### src/rtl/mod_count_pkg.sv
// mod_count_pkg
// Shared definitions for the mod-N counter family and its receive-side monitor.
//   state_t       : monitor FSM states (SEARCH, ACQUIRE, LOCKED)
//   ERR_CNT_WIDTH : width of the saturating error counter
//   ERR_CNT_MAX   : saturation value of the error counter
package mod_count_pkg;

  typedef enum logic [1:0] {
    SEARCH  = 2'd0,
    ACQUIRE = 2'd1,
    LOCKED  = 2'd2
  } state_t;

  localparam int ERR_CNT_WIDTH = 8;
  localparam logic [ERR_CNT_WIDTH-1:0] ERR_CNT_MAX = 8'd255;

endpackage

### src/rtl/mod_n_incr.sv
// mod_n_incr
// Combinational modulo-N successor used by the counters and the monitor.
// Ports:
//   value        (in,  WIDTH) : value to examine
//   next_value   (out, WIDTH) : 0 if value == MODULUS-1, else value+1
//   is_wrap      (out, 1)     : value == MODULUS-1
//   out_of_range (out, 1)     : value >= MODULUS
module mod_n_incr #(
  parameter int WIDTH   = 3,
  parameter int MODULUS = 3
) (
  input  logic [WIDTH-1:0] value,
  output logic [WIDTH-1:0] next_value,
  output logic             is_wrap,
  output logic             out_of_range
);

  // MODULUS may equal 2**WIDTH, so the range compare uses one extra bit.
  localparam logic [WIDTH:0]   MOD_EXT = (WIDTH+1)'(MODULUS);
  localparam logic [WIDTH-1:0] LAST    = WIDTH'(MODULUS - 1);

  assign is_wrap      = (value == LAST);
  assign out_of_range = ({1'b0, value} >= MOD_EXT);
  assign next_value   = is_wrap ? '0 : value + WIDTH'(1);

endmodule

### src/rtl/mod_n_count_monitor.sv
// mod_n_count_monitor
// Receive-side checker that locks onto a 0..MODULUS-1 count stream, flags
// sequence breaks, counts errors (saturating) and reports locked wraps.
// Ports:
//   clk         (in,  1)     : rising-edge clock
//   reset       (in,  1)     : asynchronous active-low reset
//   count_in    (in,  WIDTH) : observed count sample
//   count_valid (in,  1)     : count_in holds a sample this cycle
//   err_clr     (in,  1)     : synchronous clear of err_count
//   locked      (out, 1)     : FSM is in LOCKED
//   expected    (out, WIDTH) : successor of last accepted in-range sample
//   err_pulse   (out, 1)     : one-cycle pulse per detected error
//   wrap_pulse  (out, 1)     : one-cycle pulse on a locked MODULUS-1 -> 0 step
//   err_count   (out, 8)     : saturating error count
module mod_n_count_monitor
  import mod_count_pkg::*;
#(
  parameter int WIDTH    = 3,
  parameter int MODULUS  = 3,
  parameter int LOCK_RUN = 2
) (
  input  logic                     clk,
  input  logic                     reset,
  input  logic [WIDTH-1:0]         count_in,
  input  logic                     count_valid,
  input  logic                     err_clr,
  output logic                     locked,
  output logic [WIDTH-1:0]         expected,
  output logic                     err_pulse,
  output logic                     wrap_pulse,
  output logic [ERR_CNT_WIDTH-1:0] err_count
);

  localparam int RUN_W = $clog2(LOCK_RUN + 1);

  state_t           state;
  logic [WIDTH-1:0] prev;
  logic [RUN_W-1:0] run;
  logic [RUN_W-1:0] run_inc;

  logic [WIDTH-1:0] sample_next;
  logic             sample_oor;
  logic             unused_sample_wrap;
  logic [WIDTH-1:0] prev_next;
  logic             prev_wrap;
  logic             unused_prev_oor;

  logic             is_succ;
  logic             err_now;

  mod_n_incr #(.WIDTH(WIDTH), .MODULUS(MODULUS)) u_incr_sample (
    .value        (count_in),
    .next_value   (sample_next),
    .is_wrap      (unused_sample_wrap),
    .out_of_range (sample_oor)
  );

  mod_n_incr #(.WIDTH(WIDTH), .MODULUS(MODULUS)) u_incr_prev (
    .value        (prev),
    .next_value   (prev_next),
    .is_wrap      (prev_wrap),
    .out_of_range (unused_prev_oor)
  );

  assign run_inc = run + RUN_W'(1);
  assign is_succ = (count_in == prev_next);

  // An error is any out-of-range sample, or an in-range break while locked.
  // Breaks during ACQUIRE only restart the run and are not errors.
  always_comb begin
    err_now = 1'b0;
    if (count_valid) begin
      err_now = sample_oor || ((state == LOCKED) && !is_succ);
    end
  end

  always_ff @(posedge clk or negedge reset) begin
    if (!reset) begin
      state      <= SEARCH;
      prev       <= '0;
      run        <= '0;
      locked     <= 1'b0;
      expected   <= '0;
      err_pulse  <= 1'b0;
      wrap_pulse <= 1'b0;
    end else begin
      err_pulse  <= err_now;
      wrap_pulse <= 1'b0;
      if (count_valid) begin
        if (sample_oor) begin
          state  <= SEARCH;
          locked <= 1'b0;
        end else begin
          prev     <= count_in;
          expected <= sample_next;
          case (state)
            SEARCH: begin
              run   <= '0;
              state <= ACQUIRE;
            end
            ACQUIRE: begin
              if (is_succ) begin
                run <= run_inc;
                if (run_inc == RUN_W'(LOCK_RUN)) begin
                  state  <= LOCKED;
                  locked <= 1'b1;
                end
              end else begin
                run <= '0;
              end
            end
            LOCKED: begin
              if (is_succ) begin
                // A correct successor of MODULUS-1 is necessarily 0.
                wrap_pulse <= prev_wrap;
              end else begin
                run    <= '0;
                state  <= ACQUIRE;
                locked <= 1'b0;
              end
            end
            default: begin
              run    <= '0;
              state  <= SEARCH;
              locked <= 1'b0;
            end
          endcase
        end
      end
    end
  end

  // A clear coinciding with an error leaves exactly that one error counted.
  always_ff @(posedge clk or negedge reset) begin
    if (!reset) begin
      err_count <= '0;
    end else if (err_clr) begin
      err_count <= err_now ? ERR_CNT_WIDTH'(1) : '0;
    end else if (err_now && (err_count != ERR_CNT_MAX)) begin
      err_count <= err_count + ERR_CNT_WIDTH'(1);
    end
  end

endmodule

### config.mk
export PLATFORM = sky130hd
export DESIGN_NAME = mod_n_count_monitor
export DESIGN_NICKNAME = d
export VERILOG_FILES = /design/src/rtl/mod_count_pkg.sv /design/src/rtl/mod_n_incr.sv /design/src/rtl/mod_n_count_monitor.sv
export SDC_FILE = /design/constraint.sdc
export NUM_CORES = 1
export LEC_CHECK = 0
export BUFFER_PORTS_ARGS = -buffer_cell sky130_fd_sc_hd__buf_2
export CAP_MARGIN = 40
export CELL_PAD_IN_SITES_DETAIL_PLACEMENT = 0
export CELL_PAD_IN_SITES_GLOBAL_PLACEMENT = 1
export CORE_ASPECT_RATIO = 0.9
export CORE_MARGIN = 3
export CORE_UTILIZATION = 41
export CTS_CLUSTER_SIZE = 25
export DETAILED_ROUTE_END_ITERATION = 8
export GPL_TIMING_DRIVEN = 0
export PLACE_DENSITY_LB_ADDON = 0.25
export SLEW_MARGIN = 20
export SYNTH_ARGS = -nofsm -noshare
export SYNTH_HDL_FRONTEND = slang
export SYNTH_SLANG_ARGS = --single-unit
### constraint.sdc
create_clock -name clk -period 2.9 [get_ports clk]
set_clock_uncertainty 0.15 [all_clocks]
set_input_delay 0.145 -clock clk [delete_from_list [all_inputs] [get_ports clk]]
set_output_delay 0.145 -clock clk [all_outputs]
set_load 0.01 [all_outputs]
==> impl_metrics.json, run 1 <==
{
  "floorplan.initialDensity_pct": 45.23,
  "area_growth_pct": 16.95,
  "finalPower_uw": 595.9,
  "fin_ws_ns": 0.4588,
  "grt_pass1_vias": 931,
  "crit_type": "input pin to flip-flop",
  "nets": 155,
  "track_usage_pct": 14.23,
  "grt_max_degree": 22,
  "fmax_mhz": 409.6,
  "cp-start-kind": "input pin",
  "yosysWarnings": 0,
  "rsz0062_at_grt": "no",
  "drc": 0,
  "status": "completed",
  "grt_overflow": 0,
  "pre_cts_slack_ns": 0.6173,
  "die-area_mm2": 0.003541,
  "crit_arrival_ns": 2.49,
  "fin_util_pct": 52.89,
  "die_w_um": 62.40,
  "post-route-period-util_pct": 84.18,
  "powerDensity_mw_per_mm2": 434.2,
  "final.setup.tns_ns": 0,
  "boundaryPins": 21,
  "tritoncts": "done",
  "grt_pass1_wl_um": 4119,
  "max_cap_violations": 0,
  "reg2reg_depth": 6,
  "via_count": 923,
  "final_cell_mix": "dfrtp_1, buf_2, nand2_1, inv_1",
  "synthTopCellsByArea": "dfrtp_1, mux2_2, nand2_1, ha_1, nor2b_1",
  "synth_top_area_share_pct": 44.78,
  "synth_area_per_cell_um2": 9.946,
  "ant_nets": 0,
  "required_ns": 2.95,
  "syn-cell-area_mm2": 0.001174,
  "ys_ff_latch": 21,
  "final_cell_area_mm2": 0.001373,
  "synth_area_leader_cell": "dfrtp_1",
  "synth.distinct_cells": 41,
  "fin_crit_ns": 2.441,
  "dp_hpwl_um": 1700,
  "hold_path_class": "input pin to flip-flop",
  "synthFlopType": "dfrtp_1",
  "cts_setup_buffers": 0,
  "clockBufferDepth": 2,
  "worst_setup_path_end_kind": "flip-flop",
  "cts_htree_levels": 1,
  "firstDrtPassIters": 4,
  "die_y_um": 56.76,
  "slew_headroom_pct": 68.60,
  "avgViaCountPerCell": 5.071,
  "first_iter_violations": 37,
  "ctsResizeCount": 0,
  "syn-num-nets": 128,
  "synth_edf_count": 0,
  "worstMarginPinSlew_ns": 0.4710,
  "setup_violations": 0,
  "cts_sinks": 21,
  "n_antenna_cell": 0,
  "final_common_cell": "dfrtp_1",
  "cts_buffers": 3,
  "core_mm2": 0.002595,
  "routed_wl_um": 2262,
  "drive_gt1_share_pct": 27.78,
  "insertion_delay_ns": 0.30,
  "placementRows": 17,
  "crit_fanout": 10,
  "ys_seq_area_share_pct": 44.78,
  "async_flop_share_pct": 100.0,
  "wl_per_cell_um": 12.43,
  "portBuffers": 19,
  "hold_viol_final": 0,
  "hold_depth": 2,
  "antenna_found_initial": 0,
  "leakage_nw": 0.6358,
  "ir_drop_mv": 0.3119,
  "placed_area_mm2": 0.001316,
  "clkTransAtPathRegs_ns": 0.11,
  "syn_inst": 118,
  "root_buffer": "clkbuf_4",
  "gp_congestion": 0.7401,
  "drv_slew": 0
}
## per-stage QoR
step	hold WS, ns	cells
floorplan	-0.3006	118
global placement	-0.02037	175
detailed placement	-0.009311	175
CTS	0.006146	182
global route	0.01908	182
finish	0.02401	182
## metal layers
| layer | routed length (um) | track usage [%] |
|---|---|---|
| met1 | 1180 | 18.73 |
| met2 | 959 | 23.16 |
| met3 | 104 | 5.000 |
| met4 | 17 | 1.887 |
| met5 | 0 | 0 |
## power breakdown
part	internal [mW]	switching (mW)
Sequential	0.315	0.0208
Clock	0.0535	0.0850
Combinational	0.0553	0.0662
## logic make-up after synthesis
| family | share of synthesized area [%] |
|---|---|
| muxes | 4.797 |
| DFF | 44.78 |
| adders and majority gates | 3.199 |
| and+or+nand+nor | 23.24 |
| buffers and inverters | 4.264 |
| xor gates and xnor gates | 0.7464 |
| AOI/OAI and AO/OA | 18.98 |
## cells in the mapped netlist, drive strengths merged, types with 2 or more instances
library cell	instances
nand2	12
nor2	7
o31ai	5
and3	2
mux2	5
o21ai	7
dfrtp	21
ha	3
nand3	7
nor2b	6
nor3	2
nand2b	2
inv	8
a21oi	4
and2	3
buf	2
a41o	2
## layout make-up
cell class	count	area, um^2
clock buffers	4	26.28
flip-flops and latches	21	525.5
plain buffers	3	20.02
inverters	8	30.03
repair buffers	22	125.1
multi-input cells	86	598.1
fillers	250	1222
well taps	38	47.55
## worst paths after layout
path	endpoint	slack, ns	start
max	err_count[4]	0.46	count_in[0]
min	prev[1]	0.02	count_in[1]
max reg2reg	err_count[4]	0.60	prev[2]
min reg2reg	expected[0]	0.35	expected[0]
max in group asynchronous	err_pulse	2.11	reset
min in group asynchronous	run[0]	0.17	reset
## worst max-delay path, stage by stage
cell and delay, ns:
dlygate4sd3_1 0.53, buf_2 0.17, and2_1 0.19, ha_1 0.19
or3_1 0.36, and2_2 0.21, a41o_4 0.26, nand3_1 0.09
mux2_2 0.34
## registers in the layout, summed over array words and instances, names as in the netlist
| name | cells |
|---|---|
| locked | 1 |
| err_pulse | 1 |
| state | 2 |
| expected | 3 |
| run | 2 |
| err_count | 8 |
| wrap_pulse | 1 |
| prev | 3 |
## timing repair
| item | 4_1_cts | 5_1_grt |
|---|---|---|
| hold endpoints to repair | 24 | 0 |
| hold buffers | 3 | 0 |
| endpoints found under the setup margin | 0 | 0 |
(Power assumes the default switching activity.)
==> inputs of run 2 (changes only) <==
--- a/config.mk
+++ b/config.mk
@@ -11,7 +11,7 @@
 export CELL_PAD_IN_SITES_GLOBAL_PLACEMENT = 1
 export CORE_ASPECT_RATIO = 0.9
 export CORE_MARGIN = 3
-export CORE_UTILIZATION = 41
+export CORE_UTILIZATION = 37
 export CTS_CLUSTER_SIZE = 25
 export DETAILED_ROUTE_END_ITERATION = 8
 export GPL_TIMING_DRIVEN = 0
==> constraint.sdc (replaced) <==
create_clock -name clk -period 2.1 [get_ports clk]
set_clock_uncertainty 0.15 [all_clocks]
set_input_delay 0.105 -clock clk [delete_from_list [all_inputs] [get_ports clk]]
set_output_delay 0.105 -clock clk [all_outputs]
set_load 0.01 [all_outputs]
==> run 2 against run 1 <==
  * Design area increased by 10%
  * Critical path depth decreased by 2
  * First-iteration DRC count increased by 2.7%
  * Clock power increased by 42%
  * Worst hold slack improved by 0.074 ns
  * Routed wire length increased by 11%
  * Global-route usage increased by 0.055 points
  * Non-clock buffer count increased by 8
  * Clock-buffer cell count unchanged
  * Largest cell class unchanged
==> impl_metrics.json, run 2 (synthesized netlist as in run 1, its figures left out) <==
{
  "status": "completed",
  "slew_headroom_pct": 67.04,
  "hold_depth": 3,
  "grt_pass1_vias": 925,
  "whs_ns": 0.09775,
  "clkTransAtPathRegs_ns": 0.12,
  "multi_input_area_um2": 666.9,
  "worst_r2r_startpoint": "prev[2]",
  "crit_fanout": 10,
  "portBuffers": 19,
  "tritoncts": "done",
  "cp-start-kind": "flip-flop",
  "clockBufferDepth": 2,
  "pre_cts_slack_ns": -0.07373,
  "root_buffer": "clkbuf_4",
  "nets": 163,
  "ir_drop_mv": 0.3248,
  "track_usage_pct": 14.29,
  "firstDrtPassIters": 4,
  "ant_nets": 0,
  "drv_slew": 0,
  "setup_violations": 0,
  "hold_viol_final": 0,
  "rsz0062_at_grt": "yes",
  "gp_congestion": 0.7521,
  "cp.buffers_inverters": 1,
  "final_cell_area_mm2": 0.001515,
  "fin_util_pct": 52.56,
  "area_growth_pct": 29.10,
  "grt_pass1_wl_um": 4298,
  "seqCellArea_um2": 526.8,
  "die_y_um": 59.43,
  "die_w_um": 65.37,
  "fin_cells": 192,
  "final.setup.tns_ns": 0,
  "r2r-end": "err_count[2]",
  "core_mm2": 0.002883,
  "first_iter_violations": 38,
  "die-area_mm2": 0.003885,
  "cts_buffers": 3,
  "holdPathEnd": "expected[0]",
  "insertion_delay_ns": 0.30,
  "largest-register": "err_count",
  "crit_arrival_ns": 2.16,
  "reg2reg_depth": 7,
  "via_count": 984,
  "avgViaCountPerCell": 5.125,
  "placementRows": 18,
  "final_cell_mix": "buf_2, dfrtp_1, nand2_1, inv_1",
  "required_ns": 2.19,
  "path_cells": "or4_4 > o22ai_4 > o2bb2ai_4 > a41o_4 > buf_6 > a31o_1 > a21oi_2",
  "reg2reg_slack_ns": 0.02,
  "dp_hpwl_um": 1720,
  "routed_wl_um": 2514,
  "placed_area_mm2": 0.001339,
  "floorplan.initialDensity_pct": 40.71,
  "cts_htree_levels": 1,
  "boundaryPins": 21,
  "drive_gt1_share_pct": 33.55,
  "dp_cells": 177,
  "path_delay_family": "compound AO/OA/AOI/OAI gates",
  "antenna_found_initial": 0,
  "fillers": 297,
  "reg_top3": "err_count x8, expected x3, prev x3",
  "fin_crit_ns": 2.076,
  "grt_max_degree": 22,
  "grt_overflow": 0,
  "drc": 0,
  "hold_path_class": "input pin to flip-flop",
  "max_cap_violations": 0,
  "cts_sinks": 21,
  "leakage_nw": 0.6877,
  "crit_type": "flip-flop to flip-flop",
  "n_antenna_cell": 0,
  "hold_start": "count_in[1]",
  "worstMarginPinSlew_ns": 0.4943,
  "fmax_mhz": 481.7,
  "finalPower_uw": 869.2,
  "post-route-period-util_pct": 98.85,
  "worst_setup_path_end_kind": "flip-flop",
  "powerDensity_mw_per_mm2": 573.7,
  "cp_slowest_cell": "or4_4",
  "largest_reg_flops": 8,
  "fin_ws_ns": 0.02410,
  "wl_per_cell_um": 13.09,
  "cp_slowest_stage_delay_ns": 0.44
}
run 2: cell types whose count changed in the layout (fill, tap and decap cells not counted), moves of 2 or more:
cell,change
o21ai_1,+2
dlygate4sd3_1,+4
o21ai_0,-2
buf_4,+4
run 2: power breakdown:
part | switching (mW) | total [mW] | internal, mW | leakage [nW]
sequential | 0.0252 | 0.461 | 0.436 | 0.278
clock | 0.123 | 0.197 | 0.0738 | 0.0150
combinational | 0.110 | 0.211 | 0.101 | 0.395
total | 0.259 | 0.869 | 0.610 | 0.688
run 2: timing repair:
| item | in CTS | in global routing |
|---|---|---|
| hold endpoints to repair | 28 | 0 |
| resized for setup | 1 | 11 |
| pin swaps | 0 | 2 |
| setup buffers | 3 | 1 |
| endpoints found under the setup margin | 9 | 12 |
| hold buffers | 7 | 0 |
run 2: area by class of cell:
class	instances	area share (%)
Tap cell	40	3.303
Buffer	3	1.321
Multi-Input combinational cell	86	44.01
Inverter	8	1.982
Clock buffer	4	1.734
Sequential cell	21	34.76
Timing Repair Buffer	30	12.88
run 2: worst max-delay path by stage:
| stage | startpoint | endpoint | slack, ns | cells past startpoint |
|---|---|---|---|---|
| 4_1_cts | prev[2] | err_count[4] | -0.01 | 6 |
| 3_5_place_dp | count_in[0] | err_count[4] | -0.07 | 8 |
| 6_report | prev[2] | err_count[2] | 0.02 | 7 |
| 5_1_grt | prev[2] | err_count[1] | -0.06 | 7 |
| 3_3_place_gp | count_in[0] | err_count[3] | -0.07 | 8 |
| 2_1_floorplan | prev[0] | err_count[3] | 0.04 | 6 |
run 2: worst reg2reg max path: cells and delay by family, from the launching register on:
| kind | cells | cell delay, ns |
|---|---|---|
| simple gates | 1 | 0.44 |
| flops | 1 | 0.43 |
| compound gates | 5 | 0.85 |
| buf+inv | 1 | 0.15 |
run 2: metal layers:
layer  global-route usage, %  vias up  part of all wire, %
li1                        -      491                    -
met1                   19.81      476                   49
met2                   22.94       15                   47
met3                   2.846        2                  3.2
met4                   3.550        0                 0.60
met5                       0        -                    0
